**src/rtl/pn_pkg.sv**
```systemverilog
// pn_pkg: shared types and constants for the PN token feeder
package pn_pkg;
   localparam int LEN_W = 4;
   typedef enum logic [2:0] {S_IDLE, S_SEND, S_WAIT, S_DROP, S_GAP} state_t;
   localparam logic [1:0] ERR_OK = 2'd0;
   localparam logic [1:0] ERR_LONG = 2'd1;
   localparam logic [1:0] ERR_SHORT = 2'd2;
   localparam logic [1:0] ERR_TIMEOUT = 2'd3;
   localparam logic [1:0] PRE_SORT_DESC = 2'd0;
   localparam logic [1:0] POST_SORT_ASC = 2'd1;
   localparam logic [1:0] PRE_STACK = 2'd2;
   localparam logic [1:0] POST_STACK = 2'd3;
   localparam logic [2:0] OP_ADD = 3'd0;
   localparam logic [2:0] OP_SUB = 3'd1;
   localparam logic [2:0] OP_MUL = 3'd2;
   localparam logic [2:0] OP_ABS = 3'd3;
   typedef struct packed {
      logic       op;
      logic [2:0] data;
   } tok_t;
   typedef struct packed {
      logic             ovf;
      logic [1:0]       mode;
      logic [LEN_W-1:0] len;
   } desc_t;
   function automatic logic is_sort(input logic [1:0] mode);
      return mode == PRE_SORT_DESC || mode == POST_SORT_ASC;
   endfunction
   // sort modes yield one result per operand/operand/operator triple; stack modes yield one
   function automatic logic [2:0] exp_of(input logic [1:0] mode, input logic [LEN_W-1:0] len);
      return (mode == PRE_STACK || mode == POST_STACK) ? 3'd1 : 3'(len / LEN_W'(3));
   endfunction
endpackage

```
**src/rtl/pn_token_feeder_if.sv**
```systemverilog
// pn_token_feeder_if: host token stream, calculator link and status of the feeder
interface pn_token_feeder_if;
   logic       s_valid;
   logic       s_ready;
   logic       s_operator;
   logic [2:0] s_data;
   logic [1:0] s_mode;
   logic       s_last;
   logic [1:0] pn_mode;
   logic       pn_operator;
   logic [2:0] pn_in;
   logic       pn_in_valid;
   logic       pn_out_valid;
   logic       done;
   logic [1:0] err;
   logic [2:0] res_cnt;
   modport master (
      output s_valid, s_operator, s_data, s_mode, s_last, pn_out_valid,
      input  s_ready, pn_mode, pn_operator, pn_in, pn_in_valid, done, err, res_cnt
   );
   modport slave (
      input  s_valid, s_operator, s_data, s_mode, s_last, pn_out_valid,
      output s_ready, pn_mode, pn_operator, pn_in, pn_in_valid, done, err, res_cnt
   );
endinterface

```
**src/rtl/pn_sync_fifo.sv**
```systemverilog
// pn_sync_fifo: show-ahead synchronous FIFO with same-cycle push and pop
module pn_sync_fifo #(
   parameter int WIDTH = 4,
   parameter int DEPTH = 16
) (
   input  logic             clk,
   input  logic             rst,
   input  logic             push,
   input  logic [WIDTH-1:0] push_data,
   input  logic             pop,
   output logic [WIDTH-1:0] pop_data,
   output logic             full,
   output logic             empty
);
   localparam int AW = (DEPTH > 1) ? $clog2(DEPTH) : 1;
   localparam int CW = $clog2(DEPTH + 1);
   logic [WIDTH-1:0] mem_q [DEPTH];
   logic [AW-1:0] wr_q, wr_d, rd_q, rd_d;
   logic [CW-1:0] cnt_q, cnt_d;
   logic wr_en, rd_en;
   always_comb begin
      full = cnt_q == CW'(DEPTH);
      empty = cnt_q == '0;
      wr_en = push && !full;
      rd_en = pop && !empty;
      wr_d = !wr_en ? wr_q : (wr_q == AW'(DEPTH - 1)) ? '0 : wr_q + AW'(1);
      rd_d = !rd_en ? rd_q : (rd_q == AW'(DEPTH - 1)) ? '0 : rd_q + AW'(1);
      cnt_d = cnt_q + CW'(wr_en) - CW'(rd_en);
      pop_data = mem_q[rd_q];
   end
   always_ff @(posedge clk) begin
      if (rst) begin
         wr_q <= '0;
         rd_q <= '0;
         cnt_q <= '0;
      end else begin
         wr_q <= wr_d;
         rd_q <= rd_d;
         cnt_q <= cnt_d;
      end
   end
   always_ff @(posedge clk) begin
      if (wr_en) mem_q[wr_q] <= push_data;
   end
endmodule

```
**src/rtl/pn_token_feeder.sv**
```systemverilog
// pn_token_feeder: buffers host expressions, validates them and replays each as one burst to the PN calculator
module pn_token_feeder
   import pn_pkg::*;
#(
   parameter int MAX_TOKENS = 12,
   parameter int DEPTH = 16,
   parameter int LEN_DEPTH = 4,
   parameter int TIMEOUT = 256
) (
   input logic clk,
   input logic rst,
   pn_token_feeder_if.slave bus
);
   localparam int TW = $clog2(TIMEOUT);
   localparam logic [LEN_W-1:0] MAX_LEN = LEN_W'(MAX_TOKENS);
   logic tok_full, tok_empty, len_full, len_empty;
   logic tok_push, tok_pop, len_push, len_pop;
   logic s_ready, acc, at_max;
   logic [1:0] cur_mode;
   tok_t tok_in, tok_out;
   desc_t desc_in, desc_out;
   logic [LEN_W-1:0] in_len_q, in_len_d;
   logic ovf_q, ovf_d;
   logic [1:0] in_mode_q, in_mode_d;
   state_t state_q, state_d;
   logic [1:0] mode_q, mode_d, err_q, err_d, err_o_q, err_o_d;
   logic [LEN_W-1:0] rem_q, rem_d;
   logic [2:0] exp_q, exp_d, res_q, res_d, res_o_q, res_o_d, res_inc;
   logic [TW-1:0] timer_q, timer_d;
   logic gap_q, gap_d, pv_q, pv_d, pop_q, pop_d, done_q, done_d;
   logic [2:0] pin_q, pin_d;
   pn_sync_fifo #(.WIDTH($bits(tok_t)), .DEPTH(DEPTH)) u_tok_fifo (
      .clk(clk), .rst(rst), .push(tok_push), .push_data(tok_in), .pop(tok_pop),
      .pop_data(tok_out), .full(tok_full), .empty(tok_empty)
   );
   pn_sync_fifo #(.WIDTH($bits(desc_t)), .DEPTH(LEN_DEPTH)) u_len_fifo (
      .clk(clk), .rst(rst), .push(len_push), .push_data(desc_in), .pop(len_pop),
      .pop_data(desc_out), .full(len_full), .empty(len_empty)
   );
   assign s_ready = !tok_full && !len_full;
   assign bus.s_ready = s_ready;
   assign bus.pn_mode = mode_q;
   assign bus.pn_operator = pop_q;
   assign bus.pn_in = pin_q;
   assign bus.pn_in_valid = pv_q;
   assign bus.done = done_q;
   assign bus.err = err_o_q;
   assign bus.res_cnt = res_o_q;
   // tokens past MAX_TOKENS are still accepted so the host never stalls, but only flag overflow
   always_comb begin
      acc = bus.s_valid && s_ready;
      at_max = in_len_q == MAX_LEN;
      cur_mode = (in_len_q == '0) ? bus.s_mode : in_mode_q;
      tok_push = acc && !at_max;
      tok_in = '{op: bus.s_operator, data: bus.s_data};
      len_push = acc && bus.s_last;
      desc_in = '{ovf: ovf_q || at_max, mode: cur_mode, len: at_max ? MAX_LEN : in_len_q + LEN_W'(1)};
      in_len_d = in_len_q;
      ovf_d = ovf_q;
      in_mode_d = in_mode_q;
      if (acc) begin
         in_mode_d = cur_mode;
         in_len_d = bus.s_last ? '0 : at_max ? in_len_q : in_len_q + LEN_W'(1);
         ovf_d = !bus.s_last && (ovf_q || at_max);
      end
   end
   always_comb begin
      state_d = state_q;
      mode_d = mode_q;
      rem_d = rem_q;
      exp_d = exp_q;
      timer_d = timer_q;
      res_d = res_q;
      err_d = err_q;
      gap_d = gap_q;
      pv_d = 1'b0;
      pin_d = pin_q;
      pop_d = pop_q;
      done_d = 1'b0;
      err_o_d = ERR_OK;
      res_o_d = '0;
      len_pop = 1'b0;
      tok_pop = 1'b0;
      res_inc = (res_q == 3'd7) ? 3'd7 : res_q + {2'b0, bus.pn_out_valid};
      case (state_q)
         S_IDLE: if (!len_empty) begin
            len_pop = 1'b1;
            mode_d = desc_out.mode;
            rem_d = desc_out.len;
            exp_d = exp_of(desc_out.mode, desc_out.len);
            timer_d = '0;
            res_d = '0;
            err_d = desc_out.ovf ? ERR_LONG : ERR_SHORT;
            state_d = (desc_out.ovf || (is_sort(desc_out.mode) && desc_out.len < LEN_W'(3))) ? S_DROP : S_SEND;
         end
         S_SEND: begin
            tok_pop = 1'b1;
            pv_d = 1'b1;
            pin_d = tok_out.data;
            pop_d = tok_out.op;
            rem_d = rem_q - LEN_W'(1);
            if (rem_q == LEN_W'(1)) state_d = S_WAIT;
         end
         S_WAIT: begin
            timer_d = timer_q + TW'(1);
            res_d = res_inc;
            if (res_inc == exp_q || timer_q == TW'(TIMEOUT - 1)) begin
               state_d = S_GAP;
               gap_d = 1'b0;
               done_d = 1'b1;
               err_o_d = (res_inc == exp_q) ? ERR_OK : ERR_TIMEOUT;
               res_o_d = res_inc;
            end
         end
         S_DROP: begin
            tok_pop = 1'b1;
            rem_d = rem_q - LEN_W'(1);
            if (rem_q == LEN_W'(1)) begin
               state_d = S_IDLE;
               done_d = 1'b1;
               err_o_d = err_q;
            end
         end
         S_GAP: begin
            gap_d = 1'b1;
            if (gap_q) state_d = S_IDLE;
         end
         default: state_d = S_IDLE;
      endcase
   end
   always_ff @(posedge clk) begin
      if (rst) begin
         in_len_q <= '0;
         ovf_q <= 1'b0;
         in_mode_q <= '0;
         state_q <= S_IDLE;
         mode_q <= '0;
         rem_q <= '0;
         exp_q <= '0;
         timer_q <= '0;
         res_q <= '0;
         err_q <= ERR_OK;
         gap_q <= 1'b0;
         pv_q <= 1'b0;
         pin_q <= '0;
         pop_q <= 1'b0;
         done_q <= 1'b0;
         err_o_q <= ERR_OK;
         res_o_q <= '0;
      end else begin
         in_len_q <= in_len_d;
         ovf_q <= ovf_d;
         in_mode_q <= in_mode_d;
         state_q <= state_d;
         mode_q <= mode_d;
         rem_q <= rem_d;
         exp_q <= exp_d;
         timer_q <= timer_d;
         res_q <= res_d;
         err_q <= err_d;
         gap_q <= gap_d;
         pv_q <= pv_d;
         pin_q <= pin_d;
         pop_q <= pop_d;
         done_q <= done_d;
         err_o_q <= err_o_d;
         res_o_q <= res_o_d;
      end
   end
endmodule

```
**src/flat_wrapper.sv**
```systemverilog
// flat-port wrapper written by rule: the top's interface ports become plain ports
module pn_token_feeder_flat import pn_pkg::*;
#(
   parameter int MAX_TOKENS = 12,
   parameter int DEPTH = 16,
   parameter int LEN_DEPTH = 4,
   parameter int TIMEOUT = 256
)
  (clk, rst, bus_s_valid, bus_s_operator, bus_s_data, bus_s_mode, bus_s_last, bus_pn_out_valid, bus_s_ready, bus_pn_mode, bus_pn_operator, bus_pn_in, bus_pn_in_valid, bus_done, bus_err, bus_res_cnt);
  pn_token_feeder_if bus_i ();
  input logic clk;
  input logic rst;
  input wire logic [$bits(bus_i.s_valid)-1:0] bus_s_valid;
  input wire logic [$bits(bus_i.s_operator)-1:0] bus_s_operator;
  input wire logic [$bits(bus_i.s_data)-1:0] bus_s_data;
  input wire logic [$bits(bus_i.s_mode)-1:0] bus_s_mode;
  input wire logic [$bits(bus_i.s_last)-1:0] bus_s_last;
  input wire logic [$bits(bus_i.pn_out_valid)-1:0] bus_pn_out_valid;
  output wire logic [$bits(bus_i.s_ready)-1:0] bus_s_ready;
  output wire logic [$bits(bus_i.pn_mode)-1:0] bus_pn_mode;
  output wire logic [$bits(bus_i.pn_operator)-1:0] bus_pn_operator;
  output wire logic [$bits(bus_i.pn_in)-1:0] bus_pn_in;
  output wire logic [$bits(bus_i.pn_in_valid)-1:0] bus_pn_in_valid;
  output wire logic [$bits(bus_i.done)-1:0] bus_done;
  output wire logic [$bits(bus_i.err)-1:0] bus_err;
  output wire logic [$bits(bus_i.res_cnt)-1:0] bus_res_cnt;
  assign bus_i.s_valid = bus_s_valid;
  assign bus_i.s_operator = bus_s_operator;
  assign bus_i.s_data = bus_s_data;
  assign bus_i.s_mode = bus_s_mode;
  assign bus_i.s_last = bus_s_last;
  assign bus_i.pn_out_valid = bus_pn_out_valid;
  assign bus_s_ready = bus_i.s_ready;
  assign bus_pn_mode = bus_i.pn_mode;
  assign bus_pn_operator = bus_i.pn_operator;
  assign bus_pn_in = bus_i.pn_in;
  assign bus_pn_in_valid = bus_i.pn_in_valid;
  assign bus_done = bus_i.done;
  assign bus_err = bus_i.err;
  assign bus_res_cnt = bus_i.res_cnt;
  pn_token_feeder #(.MAX_TOKENS(MAX_TOKENS), .DEPTH(DEPTH), .LEN_DEPTH(LEN_DEPTH), .TIMEOUT(TIMEOUT)) u_core (.clk(clk), .rst(rst), .bus(bus_i));
endmodule
```
**config.mk**
```make
export PLATFORM = sky130hd
export DESIGN_NAME = pn_token_feeder_flat
export DESIGN_NICKNAME = d
export VERILOG_FILES = /design/src/rtl/pn_pkg.sv /design/src/rtl/pn_token_feeder_if.sv /design/src/rtl/pn_sync_fifo.sv /design/src/rtl/pn_token_feeder.sv /design/src/flat_wrapper.sv
export SDC_FILE = /design/constraint.sdc
export NUM_CORES = 1
export LEC_CHECK = 0
export CORE_ASPECT_RATIO = 1.2
export CORE_MARGIN = 2
export CORE_UTILIZATION = 60
export DETAILED_ROUTE_END_ITERATION = 10
export PLACE_DENSITY_LB_ADDON = 0.25
export SYNTH_ARGS = -nofsm -noshare
export SYNTH_HDL_FRONTEND = slang
export SYNTH_SLANG_ARGS = --single-unit
```
**constraint.sdc**
```tcl
create_clock -name clk -period 8.5 [get_ports clk]
set_clock_uncertainty 0.05 [all_clocks]
set_input_delay 1.7 -clock clk [delete_from_list [all_inputs] [get_ports clk]]
set_output_delay 1.7 -clock clk [all_outputs]
set_load 0.01 [all_outputs]
```
Yosys cells after proc, flatten, opt, wreduce, memory -nomap -nowiden
Memory sizes are Yosys's and may differ from the RTL's. A register that Yosys moved wholly into a read port is not among the register bits.
Cells that the tools add are included.
{"block": "word_totals", "register_bits": 60, "ram_bits": 92, "inputBits": 11, "output_inout_bits": 14, "word_cells": 144, "n_memories": 2}
{"block": "op_classes", "add_sub_neg": 12, "div_mod_pow": 1, "magnitude_cmp": 1, "n_eq_ne": 24, "muxes": 43, "n_bitwise": 3, "reduce_logical": 37}
{"memory": "u_core.u_tok_fifo.mem_q", "depth": 16, "word_bits": 4, "rd": 1, "rd_ports_with_merged_regs": 1, "write_ports": 1, "line": "pn_sync_fifo.sv:17", "text": "logic [WIDTH-1:0] mem_q [DEPTH];"}
{"memory": "u_core.u_len_fifo.mem_q", "depth": 4, "word_bits": 7, "rd": 1, "rd_ports_with_merged_regs": 1, "write_ports": 1, "line": "pn_sync_fifo.sv:17"}
{"operator": "$mux W3", "n": 8}
{"operator": "$mux W4", "n": 6}
{"operator": "$mux W2", "n": 10}
{"operator": "$pmux W8 S2", "n": 1}
{"operator": "$pmux W3 S5", "n": 1}
{"operator": "$add A4 B1 Y4 const B", "n": 3}
{"operator": "$eq A4 B4 Y1 const B", "n": 3}
{"operator": "$mux W1", "n": 11}
{"operator": "$logic_and A1 B1 Y1", "n": 10}
{"operator": "$reduce_and A2 Y1", "n": 5}
{"operator": "$eq A3 B3 Y1 const B", "n": 3}
{"operator": "$add A8 B1 Y8 const B", "n": 1}
{"operator": "$eq A2 B2 Y1 const B", "n": 4}
{"operator": "$eq A8 B8 Y1 const B", "n": 1}
{"operator": "$mux W8", "n": 1}
{"operator": "$ne A2 B1 Y1 const B", "n": 4}
{"operator": "$pmux W4 S2", "n": 1}
{"operator": "$add A3 B1 Y3", "n": 2}
{"operator": "$eq A3 B2 Y1 const B", "n": 2}
{"operator": "$logic_not A1 Y1", "n": 6}
{"operator": "$logic_not A3 Y1", "n": 2}
{"operator": "$pmux W3 S2", "n": 1}
{"operator": "$reduce_bool A2 Y1", "n": 3}
{"operator": "$add A5 B1 Y5", "n": 1}
{"operator": "other kinds (22)", "n": 31}

Longest topological paths before layout
{"block": "depth", "word_depth": 8, "depth_mapped": 16, "mapped_depth_nobuf": 15}

Hierarchy
Synthesis repeated with hierarchy kept, for this count alone.
{"block": "unflattened", "hier_cells": 579, "hier_area_um2": 7084.3}
{"module": "pn_sync_fifo at u_core.u_tok_fifo", "n_inst": 1, "cells_each": 215, "area_per_inst_um2": 3394.5}
{"module": "pn_token_feeder", "n_inst": 1, "cells_each": 277, "area_per_inst_um2": 2194.6}
{"module": "pn_sync_fifo at u_core.u_len_fifo", "n_inst": 1, "cells_each": 87, "area_per_inst_um2": 1495.2}

Worst setup path before layout
No wires, ideal clock.
{"block": "synth_path", "path_type": "input to register", "startpoint": "in bus_s_valid", "endpoint": "reg u_core.u_tok_fifo.cnt_q[4]", "t_arrival_ns": 3.519, "required_time_ns": 8.380, "setup_slack_ns": 4.860, "cell_stages": 13, "path_buffers": 1, "path_cell_list": "nor4b_2 -> buf_2 -> inv_1 -> ha_1 -> inv_1 -> ha_1 -> inv_1 -> fa_1 -> inv_1 -> a21oi_1 -> nor2_1 -> or3_1 -> a21oi_1"}
{"block": "synth_between", "elab_chain_cells": 5}
{"item": "start: declaration", "line": "flat_wrapper.sv:13", "text": "input wire logic [$bits(bus_i.s_valid)-1:0] bus_s_valid;"}
{"item": "$logic_and A1 B1 Y1", "line": "pn_token_feeder.sv:51", "text": "acc = bus.s_valid && s_ready;"}
{"item": "$logic_and A1 B1 Y1", "line": "pn_token_feeder.sv:54", "text": "tok_push = acc && !at_max;"}
{"item": "$logic_and A1 B1 Y1", "line": "pn_sync_fifo.sv:24", "text": "wr_en = push && !full;"}
{"item": "$add A5 B1 Y5", "line": "pn_sync_fifo.sv:28", "text": "cnt_d = cnt_q + CW'(wr_en) - CW'(rd_en);"}
{"item": "$sub A5 B1 Y5", "line": "pn_sync_fifo.sv:28"}
{"item": "end signal: assignment", "line": "pn_sync_fifo.sv:39", "text": "cnt_q <= cnt_d;"}
{"item": "end: declaration", "line": "pn_sync_fifo.sv:19", "text": "logic [CW-1:0] cnt_q, cnt_d;"}
No other way between the ends.
A chain may end at the register's enable or synchronous reset.

Final worst setup path
Ends and elaborated chain as after synthesis.

==> results.cfg <==
[pwr]
swShare_pct = 30.6
vdd_drop_max_v = 0.000164
leakage_nw = 2.74
switching_power_mw = 0.740
power.combinational.fraction_pct = 27.5
seqPwrFrac_pct = 40.5
power_frac_clock_pct = 32.0
pwr_density_cell_nw_per_um2 = 310
internal_power_mw = 1.68

[synthesis]
synthFlopType = sky130_fd_sc_hd__edfxtp_1
synth_fp_nets = 612
synth_seq_area_share_pct = 59.2
synth-async-reset-ratio_pct = 0
yosysWarnings = 0
synth_enable_flop_cells = 92
netlist_instances = 572
syn_area_um2 = 6900
synthDominantCellAreaShare_pct = 40.0
synth.ff_latch_count = 158
post_synth_top_cells = sky130_fd_sc_hd__edfxtp_1 (92), sky130_fd_sc_hd__dfxtp_1 (66), sky130_fd_sc_hd__nand2_1 (53)
yosys.cell_types.count = 55
synth_most_common_cell = sky130_fd_sc_hd__edfxtp_1
synth.largest_area_cell = sky130_fd_sc_hd__edfxtp_1
synthTopCellsByArea = sky130_fd_sc_hd__edfxtp_1 (40%), sky130_fd_sc_hd__dfxtp_1 (19%), sky130_fd_sc_hd__mux4_2 (7.5%)
synth.avg_cell_area_um2 = 12.1

[finish]
post_route_cells_drive_above_1_share_pct = 11.8
post_route_non_filler_standard_cell_count = 755
syn2layout_area_growth_pct = 13.3
diodes = 0
nNetsFinal = 628
final_area_um2 = 7820

[setup_path]
r2r_setup_slack_ns = 5.04
crit_slowest_cell = sky130_fd_sc_hd__nor4b_2
number_of_buffers_and_inverters_on_the_critical_path = 5
worstPathCellList = clkdlybuf4s50_1, nor4b_2, inv_1, ha_1, inv_1, ha_1, inv_1, fa_1, inv_1, a21oi_1, nor2_1, or3_1, a21oi_1
worst-setup-path-type = primary input to flip-flop
timing.critical_path.arrival_ns = 4.52
timing.reg2reg.worst_path_depth = 15
critPathMostFrequentCell = sky130_fd_sc_hd__inv_1
critPathMaxStageDelay_ns = 0.72
timing.critical_path.to_type = flip-flop
cp_data_required_time_ns = 8.79
cp_num_cells = 13
critical-path-top-delay-family = simple AND/OR/NAND/NOR gates
critical_path.max_fanout = 11
worst_setup_path_start_kind = primary input

[routing]
dr_total_vias = 4388
routed_length_per_instance_um = 17.0
drt_drc_violations_left = 0
drt_wl_total_um = 12900
drt_first_iter_violations = 363
drt_pass1_iterations = 5
ant_nets = 0
routed_via_density = 5.81

[sta]
setup_viol_count_final = 0
grt_setup_unrepaired = no
hold_ws_ns = 0.405
worst-slew-pin-transition_ns = 0.917
final_min_period_over_clock_period_pct = 49.8
final.min_clock_period_ns = 4.23
maxClockFrequency_mhz = 236
max-slew-margin-rel_pct = 38.8
setup_slack_ns = 4.27
report.final.hold_viol_count = 0
final_max_slew_viol_count = 0
finalSetupTns_ns = 0

[cts]
numCtsBuffers = 17
clock_sinks = 158
cts.path.max_buffers = 2
postCtsSetupBuffers = 0
post_cts_resize_count = 0
clock_latency_ns = 0.41
ctsHoldBuffers = 0
cts_root_buffer = sky130_fd_sc_hd__clkbuf_16
clock_tree.htree_level_count = 4
clk_pin_slew_ns = 0.06
tritoncts_clock_tree = yes

[status]
outcome = complete, no violations

[placement]
placement.io_buffers = 24
placed_cell_area_um2 = 7220
detailed_place_hpwl_um = 8720
worst_setup_slack_post_dpl_ns = 3.83
gp_congestion = 0.766
placed_insts = 723

[min_path]
hold-path-cell-count = 2
worst_hold_path_type = flip-flop to flip-flop

[job]
maxCapViolCount = 0

[global_routing]
grt_antenna_before_repair = 0
largest_net_degree_at_the_start_of_global_routing = 64
overall_overflow_remaining_after_global_route = 0
gr-usage-all-layers_pct = 22.7
first_global_vias = 4338
grt_first_pass_wirelength_um = 21300

[floorplan]
count_of_standard_cell_rows = 42
ios = 25
initial_core_util_pct = 62.0
fp.coreArea_um2 = 11100
die-width_um = 102
fp.dieArea_um2 = 12400
dieHeight_um = 121
## per-stage QoR
step	utilization (%)	power (mW)
6_report	70.2	2.42
5_1_grt	70.2	2.56
4_1_cts	70.2	2.44
3_5_place_dp	64.8	1.66
3_3_place_gp	64.8	1.63
2_1_floorplan	-	1.50
## sequential cells by signal, summed over array words and instances (netlist names), 2 cells and up, named ones only
| name | cells |
|---|---|
| u_core.u_tok_fifo.mem_q | 64 |
| u_core.u_len_fifo.mem_q | 28 |
| u_core.timer_q | 8 |
| u_core.u_tok_fifo.cnt_q | 5 |
| u_core.in_len_q | 4 |
| u_core.rem_q | 4 |
| u_core.u_tok_fifo.rd_q | 4 |
| u_core.u_tok_fifo.wr_q | 4 |
| u_core.bus.pn_in | 3 |
| u_core.bus.res_cnt | 3 |
| u_core.exp_q | 3 |
| u_core.res_q | 3 |
| u_core.state_q | 3 |
| u_core.u_len_fifo.cnt_q | 3 |
| u_core.bus.err | 2 |
| u_core.bus.pn_mode | 2 |
| u_core.err_q | 2 |
| u_core.in_mode_q | 2 |
| u_core.u_len_fifo.rd_q | 2 |
| u_core.u_len_fifo.wr_q | 2 |
## worst min-delay path: cells and delay by family, from the launching register on
kind	cells	cell delay [ns]
AO/OA/AOI/OAI	1	0.05
flip-flops	1	0.31
AND/OR/NAND/NOR	1	0.05
## layer usage
metal | up-vias | track usage (%) | part of all wire, %
met3 | 22 | 4.72 | 3.8
met2 | 107 | 39.6 | 53
met4 | 0 | 7.75 | 2.0
li1 | 2131 | - | -
met1 | 2128 | 27.7 | 41
met5 | - | 0 | 0
## layout by cell type (no fill, tap or decap), types with 3 or more instances in the layout
| cell | netlist | routed |
|---|---|---|
| sky130_fd_sc_hd__a211oi_1 | 4 | 4 |
| sky130_fd_sc_hd__a21oi_1 | 38 | 38 |
| sky130_fd_sc_hd__a22oi_1 | 5 | 5 |
| sky130_fd_sc_hd__a311oi_1 | 3 | 3 |
| sky130_fd_sc_hd__a31oi_1 | 9 | 9 |
| sky130_fd_sc_hd__and3_1 | 10 | 10 |
| sky130_fd_sc_hd__bufinv_16 | 0 | 4 |
| sky130_fd_sc_hd__clkbuf_1 | 14 | 4 |
| sky130_fd_sc_hd__clkbuf_16 | 0 | 17 |
| sky130_fd_sc_hd__clkdlybuf4s50_1 | 0 | 23 |
| sky130_fd_sc_hd__clkinv_2 | 1 | 4 |
| sky130_fd_sc_hd__dfxtp_1 | 66 | 66 |
| sky130_fd_sc_hd__edfxtp_1 | 92 | 92 |
| sky130_fd_sc_hd__ha_1 | 27 | 27 |
| sky130_fd_sc_hd__inv_1 | 25 | 25 |
| sky130_fd_sc_hd__mux4_2 | 23 | 23 |
| sky130_fd_sc_hd__nand2_1 | 53 | 53 |
| sky130_fd_sc_hd__nand2b_1 | 7 | 7 |
| sky130_fd_sc_hd__nand3_1 | 22 | 22 |
| sky130_fd_sc_hd__nand3b_1 | 3 | 3 |
| sky130_fd_sc_hd__nor2_1 | 50 | 50 |
| sky130_fd_sc_hd__nor2b_1 | 7 | 7 |
| sky130_fd_sc_hd__nor3_1 | 13 | 13 |
| sky130_fd_sc_hd__nor3b_1 | 4 | 4 |
| sky130_fd_sc_hd__nor4_1 | 3 | 3 |
| sky130_fd_sc_hd__o211ai_1 | 3 | 3 |
| sky130_fd_sc_hd__o21a_1 | 3 | 3 |
| sky130_fd_sc_hd__o21ai_0 | 20 | 20 |
| sky130_fd_sc_hd__or2_2 | 5 | 5 |
| sky130_fd_sc_hd__or3_1 | 4 | 4 |
| sky130_fd_sc_hd__xnor2_1 | 6 | 6 |
| sky130_fd_sc_hd__xor2_1 | 5 | 5 |
## area by class of cell
cell class                 instances  area (um^2)
fill                             787         3320
inverter                          26         98.8
multi-input combinational        359         2590
sequential                       158         4080
timing repair buffer              26          250
clock buffer                      21          440
tap                              154          193
clock inverter                    11          168
## cells by family (layout without fill, tap and decap cells)
family	count (synthesis)	after routing	share of synthesized area, %
adder cells (fa/ha/maj)	29	29	5.47
buffers and inverters	55	84	3.32
AO/OA/AOI/OAI	100	100	8.95
multiplexers	26	26	7.98
XOR/XNOR	11	11	1.40
flip-flops	158	158	59.2
AND/OR/NAND/NOR	193	193	13.7
## path summary, 6_finish.rpt
kind	from	endpoint
max reg2reg	u_core.in_len_q[0]	u_core.u_tok_fifo.cnt_q[4]
max	bus_s_valid	u_core.u_tok_fifo.cnt_q[4]
min reg2reg	u_core.in_mode_q[1]	u_core.in_mode_q[1]
min	u_core.in_mode_q[1]	u_core.in_mode_q[1]
## power by group through the flow
stage               Combinational, mW  Sequential, mW  Clock, mW
floorplan                       0.537           0.963          0
global placement                0.636           0.991          0
detailed placement              0.663           0.996          0
CTS                             0.671           0.981      0.787
global route                    0.753           0.993      0.816
finish                          0.666           0.981      0.775
Power figures use the tool's default switching activity.
